$ cat src/rtl/mem_arb_pkg.sv
// mem_arb_pkg: FSM state and owner encodings shared by the memory arbiter files
package mem_arb_pkg;
   typedef enum logic [1:0] {IDLE, ISSUE, WAIT, RESP} state_t;
   typedef enum logic {FETCH = 1'b0, DATA = 1'b1} owner_t;
   localparam int CNT_W = 4;
endpackage

$ cat src/rtl/mem_arbiter_if.sv
// mem_arbiter_if: fetch, data and memory-side signals around the arbiter
interface mem_arbiter_if #(parameter int ADDR_W = 32, parameter int DATA_W = 32);
   logic              if_req;
   logic [ADDR_W-1:0] if_addr;
   logic              if_done;
   logic [DATA_W-1:0] if_rdata;
   logic              d_req;
   logic              d_we;
   logic [ADDR_W-1:0] d_addr;
   logic [DATA_W-1:0] d_wdata;
   logic [DATA_W/8-1:0] d_wstrb;
   logic              d_done;
   logic [DATA_W-1:0] d_rdata;
   logic              mem_req;
   logic              mem_we;
   logic [ADDR_W-1:0] mem_addr;
   logic [DATA_W-1:0] mem_wdata;
   logic [DATA_W/8-1:0] mem_wstrb;
   logic [DATA_W-1:0] mem_rdata;
   logic              mem_done;
   modport master (
      input  if_req, if_addr, d_req, d_we, d_addr, d_wdata, d_wstrb, mem_rdata, mem_done,
      output if_done, if_rdata, d_done, d_rdata, mem_req, mem_we, mem_addr, mem_wdata, mem_wstrb
   );
   modport slave (
      output if_req, if_addr, d_req, d_we, d_addr, d_wdata, d_wstrb, mem_rdata, mem_done,
      input  if_done, if_rdata, d_done, d_rdata, mem_req, mem_we, mem_addr, mem_wdata, mem_wstrb
   );
endinterface

$ cat src/rtl/mem_arbiter_starve_counter.sv
// starve_counter: consecutive data grants while fetch waits, saturating at LIMIT
module starve_counter import mem_arb_pkg::*; #(
   parameter int LIMIT = 4
) (
   input  logic clk,
   input  logic rstn,
   input  logic inc,
   input  logic clr,
   output logic at_limit
);
   localparam logic [CNT_W-1:0] LIM = CNT_W'(LIMIT);
   logic [CNT_W-1:0] cnt;
   always_ff @(posedge clk)
      if (!rstn || clr) cnt <= '0;
      else if (inc && cnt != LIM) cnt <= cnt + 1'b1;
   assign at_limit = cnt == LIM;
endmodule

$ cat src/rtl/mem_arbiter.sv
// mem_arbiter: shares one memory port between fetch and load/store, data first,
// with fetch forced through after STARVE_LIMIT consecutive data grants.
module mem_arbiter import mem_arb_pkg::*; #(
   parameter int STARVE_LIMIT = 4
) (
   input logic            clk,
   input logic            rstn,
   mem_arbiter_if.master  bus
);
   state_t state;
   owner_t owner;
   logic   at_limit, idle, gnt_d, gnt_f;
   assign idle  = state == IDLE;
   assign gnt_d = bus.d_req && !(bus.if_req && at_limit);
   assign gnt_f = bus.if_req && !gnt_d;
   starve_counter #(.LIMIT(STARVE_LIMIT)) u_starve (
      .clk      (clk),
      .rstn     (rstn),
      .inc      (idle && gnt_d && bus.if_req),
      .clr      (idle && (gnt_f || (gnt_d && !bus.if_req))),
      .at_limit (at_limit)
   );
   always_ff @(posedge clk) begin
      if (!rstn) begin
         state         <= IDLE;
         owner         <= FETCH;
         bus.mem_req   <= 1'b0;
         bus.if_done   <= 1'b0;
         bus.d_done    <= 1'b0;
         bus.mem_we    <= 1'b0;
         bus.mem_addr  <= '0;
         bus.mem_wdata <= '0;
         bus.mem_wstrb <= '0;
         bus.if_rdata  <= '0;
         bus.d_rdata   <= '0;
      end else begin
         bus.mem_req <= 1'b0;
         bus.if_done <= 1'b0;
         bus.d_done  <= 1'b0;
         case (state)
            IDLE: if (gnt_d || gnt_f) begin
               state         <= ISSUE;
               owner         <= gnt_d ? DATA : FETCH;
               bus.mem_req   <= 1'b1;
               bus.mem_we    <= gnt_d && bus.d_we;
               bus.mem_addr  <= gnt_d ? bus.d_addr : bus.if_addr;
               bus.mem_wdata <= gnt_d ? bus.d_wdata : '0;
               bus.mem_wstrb <= gnt_d ? bus.d_wstrb : '0;
            end
            ISSUE, WAIT: if (bus.mem_done) begin
               state       <= RESP;
               bus.if_done <= owner == FETCH;
               bus.d_done  <= owner == DATA;
               // stores complete without disturbing the last load value
               if (owner == FETCH) bus.if_rdata <= bus.mem_rdata;
               if (owner == DATA && !bus.mem_we) bus.d_rdata <= bus.mem_rdata;
            end else state <= WAIT;
            RESP: state <= IDLE;
         endcase
      end
   end
endmodule

$ cat src/flat_wrapper.sv
// flat-port wrapper written by rule: the top's interface ports become plain ports
module mem_arbiter_flat import mem_arb_pkg::*;
#(
   parameter int STARVE_LIMIT = 4
)
  (clk, rstn, bus_if_req, bus_if_addr, bus_d_req, bus_d_we, bus_d_addr, bus_d_wdata, bus_d_wstrb, bus_mem_rdata, bus_mem_done, bus_if_done, bus_if_rdata, bus_d_done, bus_d_rdata, bus_mem_req, bus_mem_we, bus_mem_addr, bus_mem_wdata, bus_mem_wstrb);
  mem_arbiter_if #(.ADDR_W(32), .DATA_W(32)) bus_i ();
  input logic clk;
  input logic rstn;
  input wire logic [$bits(bus_i.if_req)-1:0] bus_if_req;
  input wire logic [$bits(bus_i.if_addr)-1:0] bus_if_addr;
  input wire logic [$bits(bus_i.d_req)-1:0] bus_d_req;
  input wire logic [$bits(bus_i.d_we)-1:0] bus_d_we;
  input wire logic [$bits(bus_i.d_addr)-1:0] bus_d_addr;
  input wire logic [$bits(bus_i.d_wdata)-1:0] bus_d_wdata;
  input wire logic [$bits(bus_i.d_wstrb)-1:0] bus_d_wstrb;
  input wire logic [$bits(bus_i.mem_rdata)-1:0] bus_mem_rdata;
  input wire logic [$bits(bus_i.mem_done)-1:0] bus_mem_done;
  output wire logic [$bits(bus_i.if_done)-1:0] bus_if_done;
  output wire logic [$bits(bus_i.if_rdata)-1:0] bus_if_rdata;
  output wire logic [$bits(bus_i.d_done)-1:0] bus_d_done;
  output wire logic [$bits(bus_i.d_rdata)-1:0] bus_d_rdata;
  output wire logic [$bits(bus_i.mem_req)-1:0] bus_mem_req;
  output wire logic [$bits(bus_i.mem_we)-1:0] bus_mem_we;
  output wire logic [$bits(bus_i.mem_addr)-1:0] bus_mem_addr;
  output wire logic [$bits(bus_i.mem_wdata)-1:0] bus_mem_wdata;
  output wire logic [$bits(bus_i.mem_wstrb)-1:0] bus_mem_wstrb;
  assign bus_i.if_req = bus_if_req;
  assign bus_i.if_addr = bus_if_addr;
  assign bus_i.d_req = bus_d_req;
  assign bus_i.d_we = bus_d_we;
  assign bus_i.d_addr = bus_d_addr;
  assign bus_i.d_wdata = bus_d_wdata;
  assign bus_i.d_wstrb = bus_d_wstrb;
  assign bus_i.mem_rdata = bus_mem_rdata;
  assign bus_i.mem_done = bus_mem_done;
  assign bus_if_done = bus_i.if_done;
  assign bus_if_rdata = bus_i.if_rdata;
  assign bus_d_done = bus_i.d_done;
  assign bus_d_rdata = bus_i.d_rdata;
  assign bus_mem_req = bus_i.mem_req;
  assign bus_mem_we = bus_i.mem_we;
  assign bus_mem_addr = bus_i.mem_addr;
  assign bus_mem_wdata = bus_i.mem_wdata;
  assign bus_mem_wstrb = bus_i.mem_wstrb;
  mem_arbiter #(.STARVE_LIMIT(STARVE_LIMIT)) u_core (.clk(clk), .rstn(rstn), .bus(bus_i));
endmodule
$ cat config.mk
export PLATFORM = sky130hd
export DESIGN_NAME = mem_arbiter_flat
export DESIGN_NICKNAME = d
export VERILOG_FILES = /design/src/rtl/mem_arb_pkg.sv /design/src/rtl/mem_arbiter_if.sv /design/src/rtl/mem_arbiter_starve_counter.sv /design/src/rtl/mem_arbiter.sv /design/src/flat_wrapper.sv
export SDC_FILE = /design/constraint.sdc
export NUM_CORES = 1
export LEC_CHECK = 0
export ABC_CLOCK_PERIOD_IN_PS = 6400
export CAP_MARGIN = 20
export CORE_ASPECT_RATIO = 0.7
export CORE_MARGIN = 5
export CORE_UTILIZATION = 46
export CTS_BUF_LIST = sky130_fd_sc_hd__clkbuf_4 sky130_fd_sc_hd__clkbuf_8
export CTS_CLUSTER_SIZE = 14
export DETAILED_ROUTE_END_ITERATION = 7
export PLACE_DENSITY = 0.85
export SYNTH_ARGS = -nofsm -noshare
export SYNTH_HDL_FRONTEND = slang
export SYNTH_SLANG_ARGS = --single-unit
$ cat constraint.sdc
create_clock -name clk -period 6.4 [get_ports clk]
set_input_delay 0.64 -clock clk [delete_from_list [all_inputs] [get_ports clk]]
set_output_delay 0.64 -clock clk [all_outputs]
set_load 0.05 [all_outputs]
==> parameters.txt, run 1 <==
Parameter                              Value

Timing
  Final setup viols ... 0
  Max-slew violation count ... 0
  Final setup skew ... 0.0144 ns
  Total Neg Setup Slack ... 0 ns
  Hold Vio Cnt, Final ... 0
  Timing-limited maximum frequency ... 406 MHz
  Time the final worst path needs with I/O delays and setup ... 2.47 ns
  Fraction of the cycle the final worst path needs ... 0.385
  Slew at the pin with the worst max-slew slack ... 1.06 ns
  Setup repair after global routing missed its margin ... no
  Headroom to the max-slew limit ... 0.293

Synthesis
  Fraction of the yosys area taken by sequential cells ... 0.495
  Netlist area before placement ... 5790 sq um
  Net count of the mapped netlist ... 836
  Number of synthesized register bits ... 143
  Synth unique cells ... 28
  Per-instance average area after synthesis ... 8.35 sq um
  Warnings from Yosys ... 0
  Cells after Synth ... 693

Flow run
  Number of max-capacitance violations reported ... 0

Critical path
  FF-to-FF End ... u_core.bus.mem_wdata[27]
  Type of element capturing the critical path ... flop
  Critical Path Slowest Stage Cell ... sky130_fd_sc_hd__buf_4
  Crit Reg-Reg Startpoint ... u_core.u_starve.cnt[0]
  Critical path peak fanout ... 74
  Endpoint of the most critical setup path ... u_core.bus.mem_wdata[27]
  Cell count of the worst reg-to-reg path ... 9
  Most Frequent Cell on Critical Path ... sky130_fd_sc_hd__buf_4
  Data arrival, critical path ... 2.81 ns
  R2R setup slack ... 4.08 ns
  Type of origin of the critical path ... input pin
  Worst path max stage delay ... 0.60 ns
  Cells along the critical path ... buf_2 > buf_4 > nand2_1 > ha_1 > nor2b_4 > buf_4 > nand4_1 > a21boi_0
  Required time at the worst-slack endpoint ... 6.75 ns
  Critical Path Start ... bus_d_req
  Type of the setup path with the least slack ... input pin to flop

CTS
  Later-pin clock latency in the skew report ... 0.43 ns
  Number of hold-repair buffers added at the cts stage ... 0
  Count of buffers added by post-CTS timing repair for setup ... 0
  Clock-pin slew of the registers on the worst-case setup and hold paths ... 0.07 ns
  CTS tree ... yes
  Number of clock sinks ... 143
  Count of instances resized after the clock tree is built ... 0
  Clock H-tree levels ... 4
  Root cell of the clock tree ... sky130_fd_sc_hd__clkbuf_8
  Clock tree buffer depth ... 2
  Number of buffers created by CTS ... 17

Power and ir drop
  Peak supply drop ... 260 uV
  Leakage component of the power ... 3.10 nW
  Pwr/cell area ... 355 nW/um^2

Die
  Placeable Area ... 12400 sq um
  Number of rows in the core area ... 34
  Die Area ... 15000 sq um
  Top Ports ... 274
  Die width ... 144 microns
  Effective utilization at floorplan ... 0.467
  Die boundary height ... 104 microns

Layout
  Area growth from synthesis to layout ... 54.6%
  Leading cell type in the layout, fill and taps excluded ... sky130_fd_sc_hd__clkdlybuf4s50_1
  Number of nets at the end of the flow ... 1071
  Share of layout cells above drive strength 1 ... 0.0489
  Most used cells in the layout excluding fill and tap cells ... 271 x sky130_fd_sc_hd__clkdlybuf4s50_1, 171 x sky130_fd_sc_hd__nand2_1, 143 x sky130_fd_sc_hd__dfxtp_1
  Antenna diodes ... 0
  Final std cell area, no fill ... 8940 sq um

Global route
  Wire length of the first global-routing pass ... 29500 microns
  Antenna violations before repair ... 1
  Global route overflow ... 0
  Overall Global Routing Usage ... 0.245
  Vias in the first global route ... 5547
  Largest net degree at the start of global routing ... 95

Drt
  DRC violations left ... 0
  DRT Pass-1 Iters ... 5
  Wire length per cell ... 17.4 microns
  Via density per instance ... 5.33
  Final ANT Viol Nets ... 0
  Routed wire length ... 19200 microns
  Via count ... 5876
  1st-iter DRT viols ... 353

Placement
  Count of input and output buffers ... 273
  Post-place instance area ... 8500 sq um
  Final RePlAce weighted congestion ... 0.831
  Detailed Place HPWL ... 12800 microns

Worst hold path
  Type of the most critical hold path ... flop to flop

Outcome
  Result of the run ... finished clean
[power breakdown]
group | switching [mW] | internal, mW | total [mW]
clock network | 0.351 | 0.441 | 0.792
registers | 0.0723 | 1.03 | 1.10
logic | 0.857 | 0.426 | 1.28
total | 1.28 | 1.90 | 3.18
[worst min path at each step]
| stage | from | to | slack (ns) | cells after the start |
|---|---|---|---|---|
| final | u_core.bus.d_rdata[26] | u_core.bus.d_rdata[26] | 0.46 | 2 |
| after detailed placement | u_core.bus.d_rdata[30] | u_core.bus.d_rdata[30] | 0.45 | 2 |
| after CTS | u_core.bus.d_rdata[26] | u_core.bus.d_rdata[26] | 0.46 | 2 |
| after global routing | u_core.bus.if_rdata[3] | u_core.bus.if_rdata[3] | 0.48 | 2 |
| after global placement | u_core.bus.d_rdata[26] | u_core.bus.d_rdata[26] | 0.44 | 2 |
| after floorplan | u_core.state[1] | u_core.state[1] | 0.45 | 2 |
[synthesized netlist by cell type]
| master | n | area (sq um) |
|---|---|---|
| sky130_fd_sc_hd__dfxtp_1 | 143 | 2860 |
| sky130_fd_sc_hd__buf_1 | 3 | 11.3 |
| sky130_fd_sc_hd__nand3b_1 | 2 | 15.0 |
| sky130_fd_sc_hd__nand4b_1 | 2 | 17.5 |
| sky130_fd_sc_hd__and4b_1 | 2 | 20.0 |
| sky130_fd_sc_hd__nand2_1 | 171 | 642 |
| sky130_fd_sc_hd__and3b_1 | 2 | 17.5 |
| sky130_fd_sc_hd__nand2b_1 | 1 | 6.26 |
| sky130_fd_sc_hd__a21boi_1 | 4 | 30.0 |
| sky130_fd_sc_hd__buf_2 | 19 | 95.1 |
| sky130_fd_sc_hd__o21ai_0 | 68 | 340 |
| sky130_fd_sc_hd__inv_1 | 7 | 26.3 |
| sky130_fd_sc_hd__ha_1 | 5 | 62.6 |
| sky130_fd_sc_hd__a31oi_1 | 32 | 200 |
| sky130_fd_sc_hd__a21oi_1 | 38 | 190 |
| sky130_fd_sc_hd__or4_1 | 1 | 7.51 |
| sky130_fd_sc_hd__nor2b_1 | 1 | 6.26 |
| sky130_fd_sc_hd__and3_1 | 1 | 6.26 |
| sky130_fd_sc_hd__and2_1 | 2 | 12.5 |
| sky130_fd_sc_hd__nand3_2 | 1 | 10.0 |
| sky130_fd_sc_hd__a21boi_0 | 99 | 743 |
| sky130_fd_sc_hd__nand3_1 | 5 | 25.0 |
| sky130_fd_sc_hd__or3_1 | 1 | 6.26 |
| sky130_fd_sc_hd__clkbuf_1 | 39 | 146 |
| sky130_fd_sc_hd__buf_4 | 5 | 37.5 |
| sky130_fd_sc_hd__and4_1 | 1 | 8.76 |
| sky130_fd_sc_hd__o31ai_1 | 1 | 7.51 |
| sky130_fd_sc_hd__nand4_1 | 37 | 231 |
[cells by family (layout without fill, tap and decap cells)]
logic type,after synthesis,in the layout,synth area share
simple gates,230,230,0.178
buf+inv,73,321,0.0547
flops,143,143,0.495
compound gates,242,242,0.261
fa+ha+maj,5,5,0.0108
[worst max-delay path: cells and delay by family]
family                   cells  cell delay (ns)
AND/OR/NAND/NOR              3             0.41
AO/OA/AOI/OAI                1             0.20
adder cells (fa/ha/maj)      1             0.28
buffers and inverters        3             1.24
[through the flow]
stage	cells	hold slack, ns	total power, mW	util	setup WS [ns]
2_1_floorplan	693	0.452	1.95	-	4.28
4_1_cts	1103	0.462	3.20	0.722	3.96
5_1_grt	1103	0.482	3.32	0.722	3.73
3_3_place_gp	1071	0.440	2.39	0.687	3.59
6_report	1103	0.464	3.18	0.722	3.93
3_5_place_dp	1071	0.452	2.40	0.687	3.52
[metal layers]
| metal | vias up | routed length [microns] | global-route usage |
|---|---|---|---|
| met5 | - | 8 | 0 |
| met4 | 2 | 214 | 0.0612 |
| met3 | 22 | 2230 | 0.0963 |
| met2 | 266 | 8970 | 0.395 |
| met1 | 2711 | 7750 | 0.306 |
| li1 | 2875 | - | - |
[flip-flops by register name, indices dropped and copies added, names as in the netlist]
signal,count
u_core.bus.mem_req,1
u_core.bus.mem_wstrb,4
u_core.bus.if_done,1
u_core.bus.mem_we,1
u_core.state,2
u_core.bus.mem_addr,32
u_core.bus.d_rdata,32
u_core.bus.if_rdata,32
u_core.bus.d_done,1
u_core.bus.mem_wdata,32
u_core.owner,1
u_core.u_starve.cnt,4
[area by class of cell]
class	count	area [sq um]
Fill cell	936	3440
Sequential cell	143	2860
Timing Repair Buffer	282	2790
Multi-Input combinational cell	477	2620
Clock buffer	19	255
Tap cell	162	203
Clock inverter	13	186
Inverter	7	26.3
No activity file was read; power rests on OpenSTA's default activity.
==> inputs of run 2 (changes only) <==
--- a/config.mk
+++ b/config.mk
@@ -5,15 +5,15 @@
 export SDC_FILE = /design/constraint.sdc
 export NUM_CORES = 1
 export LEC_CHECK = 0
-export ABC_CLOCK_PERIOD_IN_PS = 6400
+export ABC_CLOCK_PERIOD_IN_PS = 2500
 export CAP_MARGIN = 20
 export CORE_ASPECT_RATIO = 0.7
 export CORE_MARGIN = 5
-export CORE_UTILIZATION = 46
+export CORE_UTILIZATION = 42
 export CTS_BUF_LIST = sky130_fd_sc_hd__clkbuf_4 sky130_fd_sc_hd__clkbuf_8
 export CTS_CLUSTER_SIZE = 14
 export DETAILED_ROUTE_END_ITERATION = 7
-export PLACE_DENSITY = 0.85
+export PLACE_DENSITY = 0.78
 export SYNTH_ARGS = -nofsm -noshare
 export SYNTH_HDL_FRONTEND = slang
 export SYNTH_SLANG_ARGS = --single-unit
==> constraint.sdc (replaced) <==
create_clock -name clk -period 2.5 [get_ports clk]
set_input_delay 0.25 -clock clk [delete_from_list [all_inputs] [get_ports clk]]
set_output_delay 0.25 -clock clk [all_outputs]
set_load 0.05 [all_outputs]
==> run 2 against run 1 <==
Net effect: sequential share of layout area shrank 0.38 points; critical path depth increased by 1; die area is 8.7% higher; largest power group unchanged; non-clock buffer count is 7 higher; total power grew to 2.6 times the previous value.
==> parameters.txt, run 2 (synthesis results as in run 1) <==
Parameter                              Value

CTS
  Root cell of the clock tree ... sky130_fd_sc_hd__clkbuf_8
  Count of buffers added by post-CTS timing repair for setup ... 0
  CTS tree ... yes
  Count of instances resized after the clock tree is built ... 0
  Number of clock sinks ... 143
  Clock H-tree levels ... 4
  Clock tree buffer depth ... 2
  Number of hold-repair buffers added at the cts stage ... 0
  Number of buffers created by CTS ... 17
  Clock-pin slew of the registers on the worst-case setup and hold paths ... 0.09 ns
  Later-pin clock latency in the skew report ... 0.42 ns

Critical path
  Critical Path Slowest Stage Cell ... sky130_fd_sc_hd__dfxtp_1
  Data arrival, critical path ... 2.43 ns
  Required time at the worst-slack endpoint ... 2.80 ns
  Count of buffer and inverter cells on the critical path ... 2
  Kind of cell with the highest combined delay on the critical path ... simple AND/OR/NAND/NOR gates
  Critical Path Start ... u_core.u_starve.cnt[1]
  Type of the setup path with the least slack ... flop to flop
  Critical path peak fanout ... 30
  Crit Reg-Reg Startpoint ... u_core.u_starve.cnt[1]
  Type of element capturing the critical path ... flop
  Most Frequent Cell on Critical Path ... sky130_fd_sc_hd__ha_1
  Cells along the critical path ... inv_1 > ha_1 > nand4b_1 > nand2_1 > ha_1 > nand2b_2 > buf_12 > a31oi_1 > a21oi_1
  Type of origin of the critical path ... flop
  Worst path max stage delay ... 0.40 ns

Worst hold path
  Worst hold path startpoint ... bus_d_req
  Type of the most critical hold path ... input pin to flop

Timing
  Setup repair after global routing missed its margin ... no
  Hold Vio Cnt, Final ... 0
  Total Neg Setup Slack ... 0 ns
  Worst hold margin ... 0.367 ns
  Fraction of the cycle the final worst path needs ... 0.850
  Crit path setup slack, layout ... 0.375 ns
  Timing-limited maximum frequency ... 471 MHz
  Headroom to the max-slew limit ... 0.504
  Max-slew violation count ... 0
  Final setup viols ... 0
  Slew at the pin with the worst max-slew slack ... 0.743 ns
  Time the final worst path needs with I/O delays and setup ... 2.12 ns
  Final setup skew ... 0.0170 ns

Drt
  Via count ... 5849
  Wire length per cell ... 16.8 microns
  DRC violations left ... 0
  1st-iter DRT viols ... 297
  Final ANT Viol Nets ... 0
  DRT Pass-1 Iters ... 4
  Via density per instance ... 5.17
  Routed wire length ... 19100 microns

Power and ir drop
  Peak supply drop ... 512 uV
  Sw Share ... 0.401
  Part of the total power dissipated in combinational logic ... 0.411
  Sw power ... 3.29 mW
  Clock group share of total power ... 0.246
  Leakage component of the power ... 3.15 nW
  Post-route total power ... 8.21 mW
  Cell internal pwr ... 4.92 mW
  Reg power frac ... 0.343
  Pwr/cell area ... 907 nW/um^2

Placement
  Detailed Place HPWL ... 13200 microns
  Count of input and output buffers ... 273
  Post-Place Setup Slack ... 0.262 ns
  Final RePlAce weighted congestion ... 0.826

Global route
  Vias in the first global route ... 5747
  Antenna violations before repair ... 0
  Largest net degree at the start of global routing ... 78
  Overall Global Routing Usage ... 0.226
  Global route overflow ... 0
  Wire length of the first global-routing pass ... 29400 microns

Layout
  Area used by multi-input combinational logic ... 2620 sq um
  Antenna diodes ... 0
  Area growth from synthesis to layout ... 56.4%
  Leading cell type in the layout, fill and taps excluded ... sky130_fd_sc_hd__clkdlybuf4s50_1
  Register area ... 2860 sq um
  Number of nets at the end of the flow ... 1078
  Most used cells in the layout excluding fill and tap cells ... 271 x sky130_fd_sc_hd__clkdlybuf4s50_1, 171 x sky130_fd_sc_hd__nand2_1, 143 x sky130_fd_sc_hd__dfxtp_1
  Filler cell count ... 1136
  Share of layout cells above drive strength 1 ... 0.0539

Die
  Die boundary height ... 108 microns
  Die Area ... 16300 sq um
  Die width ... 150 microns
  Placeable Area ... 13300 sq um
  Top Ports ... 274
  Effective utilization at floorplan ... 0.435
  Number of rows in the core area ... 35

Flow run
  Number of max-capacitance violations reported ... 0

Outcome
  Result of the run ... finished clean
-- run 2: worst register-to-register path, stage by stage (launching register included) --
cell and delay [ns]:
sky130_fd_sc_hd__dfxtp_1 0.40, sky130_fd_sc_hd__inv_1 0.06, sky130_fd_sc_hd__ha_1 0.23, sky130_fd_sc_hd__nand4b_1 0.15, sky130_fd_sc_hd__nand2_1 0.07, sky130_fd_sc_hd__ha_1 0.24
sky130_fd_sc_hd__nand2b_2 0.35, sky130_fd_sc_hd__buf_12 0.25, sky130_fd_sc_hd__a31oi_1 0.17, sky130_fd_sc_hd__a21oi_1 0.09
-- run 2: power by group through the flow --
stage / Sequential [mW] / Clock (mW) / Combinational (mW)
3_5_place_dp: 2.86 / 0 / 3.39
3_3_place_gp: 2.85 / 0 / 3.36
2_1_floorplan: 4.02 / 0 / 0.964
5_1_grt: 2.86 / 2.15 / 3.59
6_report: 2.81 / 2.02 / 3.38
4_1_cts: 2.81 / 2.07 / 3.40
-- run 2: per-layer routing --
| metal | global-route usage | up-vias | part of all wire |
|---|---|---|---|
| met4 | 0.0725 | 0 | 0.020 |
| met3 | 0.0846 | 28 | 0.096 |
| met1 | 0.285 | 2706 | 0.43 |
| li1 | - | 2896 | - |
| met2 | 0.359 | 219 | 0.45 |
| met5 | 0 | - | 0 |
-- run 2: cell type report --
class                      count  area share
clock inverter                12      0.0200
sequential                   143       0.316
multi-input combinational    477       0.289
tap                          185      0.0256
clock buffer                  18      0.0274
inverter                       7     0.00290
timing repair buffer         289       0.319
-- run 2: worst paths after layout --
| kind | end | slack [ns] | depth (start not counted) |
|---|---|---|---|
| hold / removal | u_core.u_starve.cnt[1] | 0.37 | 6 |
| hold reg to reg | u_core.bus.d_rdata[26] | 0.46 | 2 |
| setup reg to reg | u_core.bus.mem_addr[31] | 0.38 | 9 |
| setup / recovery | u_core.bus.mem_addr[31] | 0.38 | 9 |
-- run 2: per-stage QoR --
stage / instances / cell area [sq um] / util
after floorplan: 693 / 5790 / -
after global placement: 1101 / 8620 / 0.647
after detailed placement: 1101 / 8620 / 0.647
after CTS: 1131 / 9050 / 0.680
after global routing: 1131 / 9050 / 0.680
final: 1131 / 9050 / 0.680
